File: src/rtl/logicnet_input_packer_if.sv
// Valid/ready stream carrying either single quantized features (input side)
// or whole packed vectors (output side) of the LUT-network front end.
interface logicnet_input_packer_if #(
  parameter int W = 2
) ();
  logic         valid;
  logic         ready;
  logic         last;
  logic [W-1:0] data;

  modport master (output valid, data, last, input ready);
  modport slave  (input valid, data, last, output ready);
endinterface

File: src/rtl/logicnet_input_packer.sv
// Serial-to-parallel packer: collects NUM_FEAT features per sample into one
// bit-packed vector, double buffered so assembly continues while a vector is held.
module logicnet_input_packer #(
  parameter int          FEAT_BW     = 2,
  parameter int          NUM_FEAT    = 8,
  // Reset value of the handoff counter; nonzero only to reach the wrap quickly.
  parameter logic [15:0] VEC_CNT_RST = 16'd0
) (
  input  logic                    clk,
  input  logic                    rst_n,
  logicnet_input_packer_if.slave  s_if,
  logicnet_input_packer_if.master m_if,
  output logic                    o_err_len,
  output logic [15:0]             o_vec_cnt
);

  localparam int                CNT_W    = $clog2(NUM_FEAT);
  localparam logic [CNT_W-1:0] LAST_IDX = CNT_W'(NUM_FEAT - 1);

  logic [CNT_W-1:0]                 r_cnt;
  logic [NUM_FEAT-1:0][FEAT_BW-1:0] r_asm;
  logic                             r_asm_full;
  logic [NUM_FEAT*FEAT_BW-1:0]      r_m_data;
  logic                             r_m_valid;
  logic                             r_err_len;
  logic [15:0]                      r_vec_cnt;

  logic                             w_beat;
  logic                             w_at_end;
  logic                             w_final;
  logic                             w_early;
  logic                             w_handoff;
  logic                             w_slot_free;
  logic [NUM_FEAT-1:0][FEAT_BW-1:0] w_vec;

  // Ready depends only on registered state (and reset), never on m_if.ready.
  assign s_if.ready  = rst_n && !r_asm_full;
  assign m_if.valid  = r_m_valid;
  assign m_if.data   = r_m_data;
  assign m_if.last   = 1'b1;
  assign o_err_len   = r_err_len;
  assign o_vec_cnt   = r_vec_cnt;

  assign w_beat      = s_if.valid && s_if.ready;
  assign w_at_end    = (r_cnt == LAST_IDX);
  assign w_final     = w_beat && w_at_end;
  assign w_early     = w_beat && s_if.last && !w_at_end;
  assign w_handoff   = r_m_valid && m_if.ready;
  assign w_slot_free = !r_m_valid || m_if.ready;

  // Completed vector: assembled slots plus the feature arriving on the final beat.
  // NOTE: every variable assigned in always_comb gets a full default first so no latch is inferred.
  always_comb begin
    w_vec               = r_asm;
    w_vec[NUM_FEAT-1]   = s_if.data;
  end

  // NOTE: the assembly slots carry no reset; cnt alone decides which slots are meaningful.
  always_ff @(posedge clk) begin
    if (w_beat) r_asm[r_cnt] <= s_if.data;
  end

  // NOTE: all state below uses non-blocking assignments so every register samples pre-edge values.
  always_ff @(posedge clk) begin
    if (!rst_n) begin
      r_cnt      <= '0;
      r_asm_full <= 1'b0;
      r_m_data   <= '0;
      r_m_valid  <= 1'b0;
      r_err_len  <= 1'b0;
      r_vec_cnt  <= VEC_CNT_RST;
    end else begin
      r_err_len <= w_early || (w_final && !s_if.last);

      if (w_early || w_final) r_cnt <= '0;
      else if (w_beat)        r_cnt <= r_cnt + 1'b1;

      if (w_handoff) r_vec_cnt <= r_vec_cnt + 16'd1;

      // A completed sample goes straight out if the output slot frees up this
      // edge, otherwise it waits in the assembly buffer.
      if (w_final && w_slot_free) begin
        r_m_data  <= w_vec;
        r_m_valid <= 1'b1;
      end else if (w_final) begin
        r_asm_full <= 1'b1;
      end else if (w_handoff && r_asm_full) begin
        r_m_data   <= r_asm;
        r_asm_full <= 1'b0;
      end else if (w_handoff) begin
        r_m_valid <= 1'b0;
      end
    end
  end

endmodule

File: src/flat_wrapper.sv
// flat-port wrapper written by rule: the top's interface ports become plain ports
module logicnet_input_packer_flat 
#(
  parameter int          FEAT_BW     = 2,
  parameter int          NUM_FEAT    = 8,
                                                                                
  parameter logic [15:0] VEC_CNT_RST = 16'd0
)
  (clk, rst_n, o_err_len, o_vec_cnt, s_if_valid, s_if_data, s_if_last, s_if_ready, m_if_valid, m_if_data, m_if_last, m_if_ready);
  logicnet_input_packer_if #(.W((2))) s_if_i ();
  logicnet_input_packer_if #(.W(((2) * (8)))) m_if_i ();
  input  logic clk;
  input  logic rst_n;
  output logic o_err_len;
  output logic [15:0] o_vec_cnt;
  input wire logic [$bits(s_if_i.valid)-1:0] s_if_valid;
  input wire logic [$bits(s_if_i.data)-1:0] s_if_data;
  input wire logic [$bits(s_if_i.last)-1:0] s_if_last;
  output wire logic [$bits(s_if_i.ready)-1:0] s_if_ready;
  output wire logic [$bits(m_if_i.valid)-1:0] m_if_valid;
  output wire logic [$bits(m_if_i.data)-1:0] m_if_data;
  output wire logic [$bits(m_if_i.last)-1:0] m_if_last;
  input wire logic [$bits(m_if_i.ready)-1:0] m_if_ready;
  assign s_if_i.valid = s_if_valid;
  assign s_if_i.data = s_if_data;
  assign s_if_i.last = s_if_last;
  assign s_if_ready = s_if_i.ready;
  assign m_if_valid = m_if_i.valid;
  assign m_if_data = m_if_i.data;
  assign m_if_last = m_if_i.last;
  assign m_if_i.ready = m_if_ready;
  logicnet_input_packer #(.FEAT_BW(FEAT_BW), .NUM_FEAT(NUM_FEAT), .VEC_CNT_RST(VEC_CNT_RST)) u_core (.clk(clk), .rst_n(rst_n), .s_if(s_if_i), .m_if(m_if_i), .o_err_len(o_err_len), .o_vec_cnt(o_vec_cnt));
endmodule
File: config.mk
export PLATFORM = sky130hd
export DESIGN_NAME = logicnet_input_packer_flat
export DESIGN_NICKNAME = d
export VERILOG_FILES = /design/src/rtl/logicnet_input_packer_if.sv /design/src/rtl/logicnet_input_packer.sv /design/src/flat_wrapper.sv
export SDC_FILE = /design/constraint.sdc
export NUM_CORES = 1
export LEC_CHECK = 0
export ABC_CLOCK_PERIOD_IN_PS = 1700
export BUFFER_PORTS_ARGS = -buffer_cell sky130_fd_sc_hd__clkbuf_2
export CAP_MARGIN = 5
export CORE_MARGIN = 2
export CORE_UTILIZATION = 30
export CTS_CLUSTER_SIZE = 12
export DETAILED_ROUTE_END_ITERATION = 12
export PLACE_DENSITY = 0.55
export SETUP_SLACK_MARGIN = 0.4
export SLEW_MARGIN = 0
export SYNTH_ARGS = -nofsm -noshare
export SYNTH_HDL_FRONTEND = slang
export SYNTH_SLANG_ARGS = --single-unit
File: constraint.sdc
create_clock -name clk -period 1.7 [get_ports clk]
set_input_delay 0.34 -clock clk [delete_from_list [all_inputs] [get_ports clk]]
set_output_delay 0.34 -clock clk [all_outputs]
set_load 0.01 [all_outputs]
==> summary.json, run 1 <==
{
  "first_global_vias": 1601,
  "grt_pass1_wl_um": 8090,
  "globalRouteMet2Util_pct": 19.7,
  "synthToLayoutAreaGrowth_pct": 39.2,
  "drt_pass1_iterations": 4,
  "detailroute.via_count": 1662,
  "critical_path_required_ns": 1.94,
  "leading_cell_type_in_the_layout_fill_and_taps_excluded": "clkbuf_2",
  "grt_most_used_layer": "met2",
  "antenna_found_initial": 0,
  "htreeDepth": 2,
  "initialDrtViolationCount": 59,
  "worst_skew_pair.late_latency_ns": 0.31,
  "status": "completed",
  "grt_start_max_net_pins": 21,
  "dp_hpwl_um": 3120,
  "globalplace.congestion": 0.722,
  "ys_seq_area_share_pct": 55.3,
  "synth_area_um2": 2250,
  "post_dp_cell_area_um2": 2610,
  "cts_bufs_inserted": 5,
  "drive_gt1_share_pct": 45.2,
  "antenna_diodes": 0,
  "initial_core_util_pct": 31.0,
  "placed_cells_incl_taps": 342,
  "power-per-cell-area_nw_per_um2": 742,
  "syn_nets": 215,
  "final_cell_area_um2": 3130,
  "clk_root_buffer_cell": "clkbuf_8",
  "critical_path.startpoint_type": "flip-flop",
  "floorplan.die_area_um2": 8190,
  "grt_util_met3_pct": 3.34,
  "hold_violations": 0,
  "global_route.usage.total_pct": 12.4,
  "die_w_um": 90.5,
  "cell_count_after_synthesis": 205,
  "peakVddDrop_v": 0.000378,
  "fin_worst_hold_slack_ns": 0.345,
  "grt_remaining_overflow": 0,
  "antenna_left": 0,
  "report.final.slew_viol_count": 0,
  "drt-wirelength-per-cell_um": 13.6,
  "grt.met1_usage_pct": 15.9,
  "timing.clock.skew_ns": 0.0118,
  "port-buffer-count": 41,
  "clock_sinks": 54,
  "timing_worst_setup_path_type": "flip-flop to flip-flop",
  "cap_violations": 0,
  "num_io_pins": 43,
  "timing.final.crit_period_ns": 1.39,
  "viasPerCell": 4.48,
  "clk_transition_reported_paths_ns": 0.10,
  "design.core.area_um2": 7250,
  "maxClockFrequency_mhz": 721,
  "cts_max_path_buffers": 2,
  "layout.nets": 281,
  "hold_path_class": "input port to flip-flop",
  "synth.avg_cell_area_um2": 11.0,
  "standard_cell_rows": 31,
  "yosys.area.top_type": "dfxtp_1",
  "routed_wirelength_um": 5050,
  "setup_repair_after_global_routing_missed_its_margin": "yes",
  "finalNonFillerCells": 371,
  "drt_drc_violations_left": 0,
  "ys_seq_elements": 54,
  "critical_path.endpoint_type": "flip-flop",
  "arrival_ns": 1.62,
  "layout_common_cells": "clkbuf_2 (39), buf_4 (21), dfxtp_1 (20)",
  "synthDistinctLibCells": 34,
  "synth.yosys.warnings": 0,
  "chipHeight_um": 90.5,
  "cellLeakagePower_nw": 1.17,
  "synthTopCellsByArea": "dfxtp_1 (34%), edfxtp_1 (21%), mux2i_1 (7.1%)",
  "netlist.area_leader.share_pct": 33.9,
  "cts_hold_buf": 0,
  "layout_worst_path_cycle_share_pct": 81.5,
  "worstPathMaxFanout": 5,
  "setup_tns_final_ns": 0,
  "report.final.setup_viol": 0,
  "cts_tree": "built",
  "filler_cell_count": 690
}
-- routing by layer --
| layer | vias to the layer above | wire [µm] |
|---|---|---|
| met5 | - | 0 |
| met4 | 0 | 68 |
| met3 | 4 | 187 |
| met2 | 36 | 2530 |
| met1 | 785 | 2260 |
| li1 | 837 | - |
-- flip-flops by register name, indices dropped and copies added, names as in the netlist --
| name | count |
|---|---|
| u_core.m_if.data | 16 |
| u_core.o_vec_cnt | 16 |
| u_core.r_asm | 16 |
| u_core.r_cnt | 3 |
| u_core.m_if.valid | 1 |
| u_core.o_err_len | 1 |
| u_core.r_asm_full | 1 |
-- repair_timing --
action                                  4_1_cts  5_1_grt
buffers inserted                             16        4
pin swaps                                     7        8
gates cloned                                  1        0
endpoints found under the setup margin       43       43
resized for setup                            32       31
-- worst max-delay path: stages, from the launching register on --
cell and delay [ns]:
dfxtp_2 0.35, and4_4 0.26, buf_12 0.11, nand4_4 0.14, or3_1 0.33, a21boi_1 0.13
-- cell type report --
class                   count  area, µm²  share of cell area (%)
well taps                  99        124                    3.96
clock buffers               5       68.8                    2.20
flip-flops and latches     54       1280                    40.9
repair buffers             70        502                    16.0
clock inverters             3       47.5                    1.52
inverters                   5       18.8                   0.600
multi-input cells         135       1090                    34.8
-- final timing paths --
| kind | start | endpoint | slack (ns) | cells after the start |
|---|---|---|---|---|
| worst max-delay path | u_core.o_vec_cnt[6] | u_core.o_vec_cnt[11] | 0.31 | 5 |
| worst min-delay path | s_if_last | u_core.o_err_len | 0.35 | 3 |
| worst max register to register | u_core.o_vec_cnt[6] | u_core.o_vec_cnt[11] | 0.31 | 5 |
| worst min register to register | u_core.o_vec_cnt[15] | u_core.o_vec_cnt[15] | 0.48 | 2 |
-- synthesized netlist by cell type --
cell type	n
a21boi_0	4
a21boi_1	4
a31o_1	1
a31oi_1	1
and2_1	11
and2b_2	1
and3_1	1
and3_2	1
and3b_1	1
and4_1	2
buf_12	1
buf_4	4
buf_6	2
clkbuf_1	4
conb_1	1
dfxtp_1	38
edfxtp_1	16
ha_1	3
inv_1	5
mux2i_1	16
nand2_1	15
nand2b_1	4
nand3_1	10
nand3b_1	1
nand4_1	3
nand4_4	1
nor2_1	8
nor2b_1	14
nor3_1	6
nor4_1	1
o21ai_0	8
o22ai_1	2
or3_1	5
xnor2_1	10
-- power by group --
part           internal (mW)  switching, mW  total, mW
clock network          0.447          0.455      0.903
registers               1.32        0.00301       1.32
logic                 0.0393         0.0551     0.0944
-- cell families after synthesis --
group	share of synthesized area [%]
AOI/OAI and AO/OA	5.68
xor gates and xnor gates	3.90
adders and majority gates	1.67
buffers and inverters	4.74
DFF	55.3
muxes	7.13
other	0.167
and+or+nand+nor	21.4
-- metrics by stage --
| stage | total power [mW] | util, % | setup WS, ns |
|---|---|---|---|
| after floorplan | 1.40 | - | 0.279 |
| after detailed placement | 1.43 | 36.0 | 0.135 |
| after global placement | 1.43 | 36.0 | 0.178 |
| final | 2.32 | 43.1 | 0.314 |
| after CTS | 2.32 | 40.9 | 0.297 |
| after global routing | 2.41 | 43.1 | 0.226 |
Power figures use the tool's default switching activity.
==> inputs of run 2 (changes only) <==
--- a/config.mk
+++ b/config.mk
@@ -5,14 +5,15 @@
 export SDC_FILE = /design/constraint.sdc
 export NUM_CORES = 1
 export LEC_CHECK = 0
-export ABC_CLOCK_PERIOD_IN_PS = 1700
+export ABC_AREA = 1
+export ABC_CLOCK_PERIOD_IN_PS = 1400
 export BUFFER_PORTS_ARGS = -buffer_cell sky130_fd_sc_hd__clkbuf_2
 export CAP_MARGIN = 5
 export CORE_MARGIN = 2
 export CORE_UTILIZATION = 30
 export CTS_CLUSTER_SIZE = 12
 export DETAILED_ROUTE_END_ITERATION = 12
-export PLACE_DENSITY = 0.55
+export PLACE_DENSITY = 0.54
 export SETUP_SLACK_MARGIN = 0.4
 export SLEW_MARGIN = 0
 export SYNTH_ARGS = -nofsm -noshare
==> constraint.sdc (replaced) <==
create_clock -name clk -period 1.4 [get_ports clk]
set_input_delay 0.28 -clock clk [delete_from_list [all_inputs] [get_ports clk]]
set_output_delay 0.28 -clock clk [all_outputs]
set_load 0.01 [all_outputs]
==> summary.json, run 2 <==
{
  "chipHeight": {"value": 91.9, "unit": "µm", "change": "+1.5%"},
  "power-per-cell-area": {"value": 707, "unit": "nW/µm²", "change": "-4.7%"},
  "filler_cell_count": {"value": 712, "change": "+3.2%"},
  "synth_top_flop_cell": "dfxtp_1",
  "yosys-top-cells-count": "nor2_1 (60), nand2_1 (43), dfxtp_1 (38), inv_1 (26), edfxtp_1 (16)",
  "clk_transition_reported_paths": {"value": 0.11, "unit": "ns", "change": "about the same"},
  "synthToLayoutAreaGrowth_pct": 64.7,
  "critical_path.startpoint_type": "flip-flop",
  "routed_wirelength": {"value": 5810, "unit": "µm", "change": "+15%"},
  "antenna_found_initial": {"value": 0, "change": "unchanged"},
  "synth.yosys.warnings": {"value": 0, "change": "unchanged"},
  "hold_violations": {"value": 0, "change": "unchanged"},
  "drt-wirelength-per-cell": {"value": 12.6, "unit": "µm", "change": "-7.6%"},
  "setup_tns_final": {"value": 0, "unit": "ns", "change": "unchanged"},
  "synth_async_sr_flop_share": {"value": 0, "unit": "%", "change": "unchanged"},
  "timing.clock.skew": {"value": 0.00951, "unit": "ns", "change": "-0.00231 ns"},
  "globalplace.congestion": {"value": 0.828, "change": "+15%"},
  "ys_seq_area_share": {"value": 53.6, "unit": "%", "change": "-1.7 points"},
  "fin_worst_hold_slack": {"value": 0.204, "unit": "ns", "change": "-0.142 ns"},
  "synth_area": {"value": 2320, "unit": "µm²", "change": "+3.1%"},
  "detailroute.via_count": {"value": 2064, "change": "+24%"},
  "reg2reg_depth": {"value": 6, "change": "+1"},
  "drt_drc_violations_left": {"value": 0, "change": "unchanged"},
  "layout.nets": {"value": 369, "change": "+31%"},
  "cts_hold_buf": {"value": 0, "change": "unchanged"},
  "initialDrtViolationCount": {"value": 60, "change": "+1.7%"},
  "cell_count_after_synthesis": {"value": 271, "change": "+32%"},
  "syn_nets": {"value": 281, "change": "+31%"},
  "report.final.slew_viol_count": {"value": 0, "change": "unchanged"},
  "drive_gt1_share": {"value": 60.3, "unit": "%", "change": "+15 points"},
  "maxClockFrequency": {"value": 734, "unit": "MHz", "change": "+1.8%"},
  "htreeDepth": {"value": 2, "change": "unchanged"},
  "hold_path_class": "input port to flip-flop",
  "setup_repair_after_global_routing_missed_its_margin": "yes",
  "synth.avg_cell_area": {"value": 8.55, "unit": "µm²", "change": "-22%"},
  "design.core.area": {"value": 7610, "unit": "µm²", "change": "+4.9%"},
  "grt_start_max_net_pins": {"value": 20, "change": "-4.8%"},
  "arrival": {"value": 1.61, "unit": "ns", "change": "about the same"},
  "floorplan.die_area": {"value": 8440, "unit": "µm²", "change": "+3.0%"},
  "cap_violations": {"value": 0, "change": "unchanged"},
  "ys_seq_elements": {"value": 54, "change": "unchanged"},
  "drt_pass1_iterations": {"value": 4, "change": "unchanged"},
  "status": "completed",
  "grt_pass1_wl": {"value": 9360, "unit": "µm", "change": "+16%"},
  "initial_core_util": {"value": 30.4, "unit": "%", "change": "-0.52 points"},
  "netlist.area_leader.share": {"value": 32.8, "unit": "%", "change": "-1.0 points"},
  "regToRegStartpoint": "u_core.o_vec_cnt[1]",
  "cts_bufs_inserted": {"value": 5, "change": "unchanged"},
  "port-buffer-count": {"value": 41, "change": "unchanged"},
  "cts_max_path_buffers": {"value": 2, "change": "unchanged"},
  "worst_skew_pair.late_latency": {"value": 0.32, "unit": "ns", "change": "about the same"},
  "num_io_pins": {"value": 43, "change": "unchanged"},
  "cts_tree": "built",
  "clock_sinks": {"value": 54, "change": "unchanged"},
  "report.final.setup_viol": {"value": 0, "change": "unchanged"},
  "die_w": {"value": 91.9, "unit": "µm", "change": "+1.5%"},
  "setup.reg_to_reg.worst_slack": {"value": 0.04, "unit": "ns", "change": "-0.28 ns"},
  "global_route.usage.total": {"value": 13.8, "unit": "%", "change": "+1.3 points"},
  "cellLeakagePower": {"value": 1.49, "unit": "nW", "change": "+28%"},
  "synthTopCellsByArea": "dfxtp_1 (33%), edfxtp_1 (21%), nor2_1 (9.7%)",
  "timing_worst_setup_path_type": "flip-flop to flip-flop",
  "reg2reg_to": "u_core.o_vec_cnt[6]",
  "viasPerCell": {"value": 4.47, "change": "-0.27%"},
  "layout_common_cells": "buf_6 (41), nor2_1 (37), nand2_1 (36)",
  "first_global_vias": {"value": 1965, "change": "+23%"},
  "synth.most_common_cell": "nor2_1",
  "timing.final.crit_period": {"value": 1.36, "unit": "ns", "change": "-0.0240 ns"},
  "synthDistinctLibCells": {"value": 31, "change": "-8.8%"},
  "timing_endpoint_of_the_critical_path": "u_core.o_vec_cnt[6]",
  "antenna_left": {"value": 0, "change": "unchanged"},
  "cp-startpoint": "u_core.o_vec_cnt[1]",
  "antenna_diodes": {"value": 0, "change": "unchanged"},
  "leading_cell_type_in_the_layout_fill_and_taps_excluded": "buf_6",
  "critical_path.endpoint_type": "flip-flop",
  "peakVddDrop": {"value": 0.000441, "unit": "V", "change": "+17%"},
  "worstPathMaxFanout": {"value": 7, "change": "+2"},
  "layout_worst_path_cycle_share": {"value": 97.3, "unit": "%", "change": "+16 points"},
  "yosys.area.top_type": "dfxtp_1",
  "critical_path_required": {"value": 1.65, "unit": "ns", "change": "-0.29 ns"},
  "dp_hpwl": {"value": 3460, "unit": "µm", "change": "+11%"},
  "grt_remaining_overflow": {"value": 0, "change": "unchanged"},
  "clk_root_buffer_cell": "clkbuf_8",
  "synth_enable_flop_cells": {"value": 16, "change": "unchanged"},
  "worstHoldPathCells": {"value": 2, "change": "-1"},
  "standard_cell_rows": {"value": 32, "change": "+3.2%"}
}
run 2: per-stage QoR:
step	power (mW)	utilization [%]	setup slack (ns)	std cells	instance area, µm²
final	2.70	50.1	0.0379	462	3810
after global routing	2.80	50.1	-0.0521	462	3810
after CTS	2.69	43.7	0.0671	450	3320
after detailed placement	1.75	36.7	0.00827	412	2790
after global placement	1.75	36.7	0.0507	412	2790
after floorplan	1.71	-	0.0826	271	2490
run 2: where the power goes:
part	switching [mW]	total, mW	internal, mW
clock network	0.580	0.956	0.376
logic	0.0864	0.144	0.0572
registers	0.00543	1.60	1.59
total	0.672	2.70	2.02
run 2: critical path, stage by stage, from the launching register on:
cell and delay (ns):
dfxtp_4 0.39, ha_4 0.15, nand4_1 0.18, nor2_4 0.27
buf_4 0.16, o21ai_1 0.05, a21oi_1 0.10
run 2: worst min path at each step:
stage                              startpoint                  end
after detailed placement  u_core.o_vec_cnt[3]  u_core.o_vec_cnt[3]
final                               s_if_last     u_core.o_err_len
after global placement        u_core.r_asm[1]  u_core.m_if.data[1]
after global routing                s_if_last     u_core.o_err_len
after floorplan                  s_if_data[0]      u_core.r_asm[0]
after CTS                           s_if_last     u_core.o_err_len
run 2: what timing repair did:
| item | in CTS | in global routing |
|---|---|---|
| gates cloned | 3 | 0 |
| gates resized for setup | 69 | 125 |
| buffers inserted | 27 | 12 |
| setup endpoints to repair | 86 | 87 |
| pin swaps | 24 | 23 |
run 2: layout make-up:
class | instances | area, µm² | share of cell area, %
Sequential cell | 54 | 1320 | 34.6
Clock buffer | 5 | 68.8 | 1.80
Clock inverter | 3 | 28.8 | 0.755
Timing Repair Buffer | 84 | 772 | 20.2
Tap cell | 102 | 128 | 3.35
Inverter | 30 | 155 | 4.07
Timing Repair inverter | 1 | 11.3 | 0.295
Multi-Input combinational cell | 183 | 1330 | 34.9
run 2: kinds of logic after synthesis:
| family | Yosys count | share of synthesized area, % |
|---|---|---|
| flip-flops | 54 | 53.6 |
| buffers and inverters | 36 | 7.62 |
| XOR/XNOR | 1 | 0.378 |
| adder cells (fa/ha/maj) | 3 | 1.62 |
| AO/OA/AOI/OAI | 35 | 7.78 |
| other | 1 | 0.162 |
| AND/OR/NAND/NOR | 141 | 28.8 |
run 2: layer usage:
metal,part of all wire [%],vias to the layer above,GRT usage [%]
li1,-,1053,-
met1,46,970,18.7
met2,49,34,22.1
met3,3.5,7,3.12
met4,1.5,0,3.73
met5,0,-,0
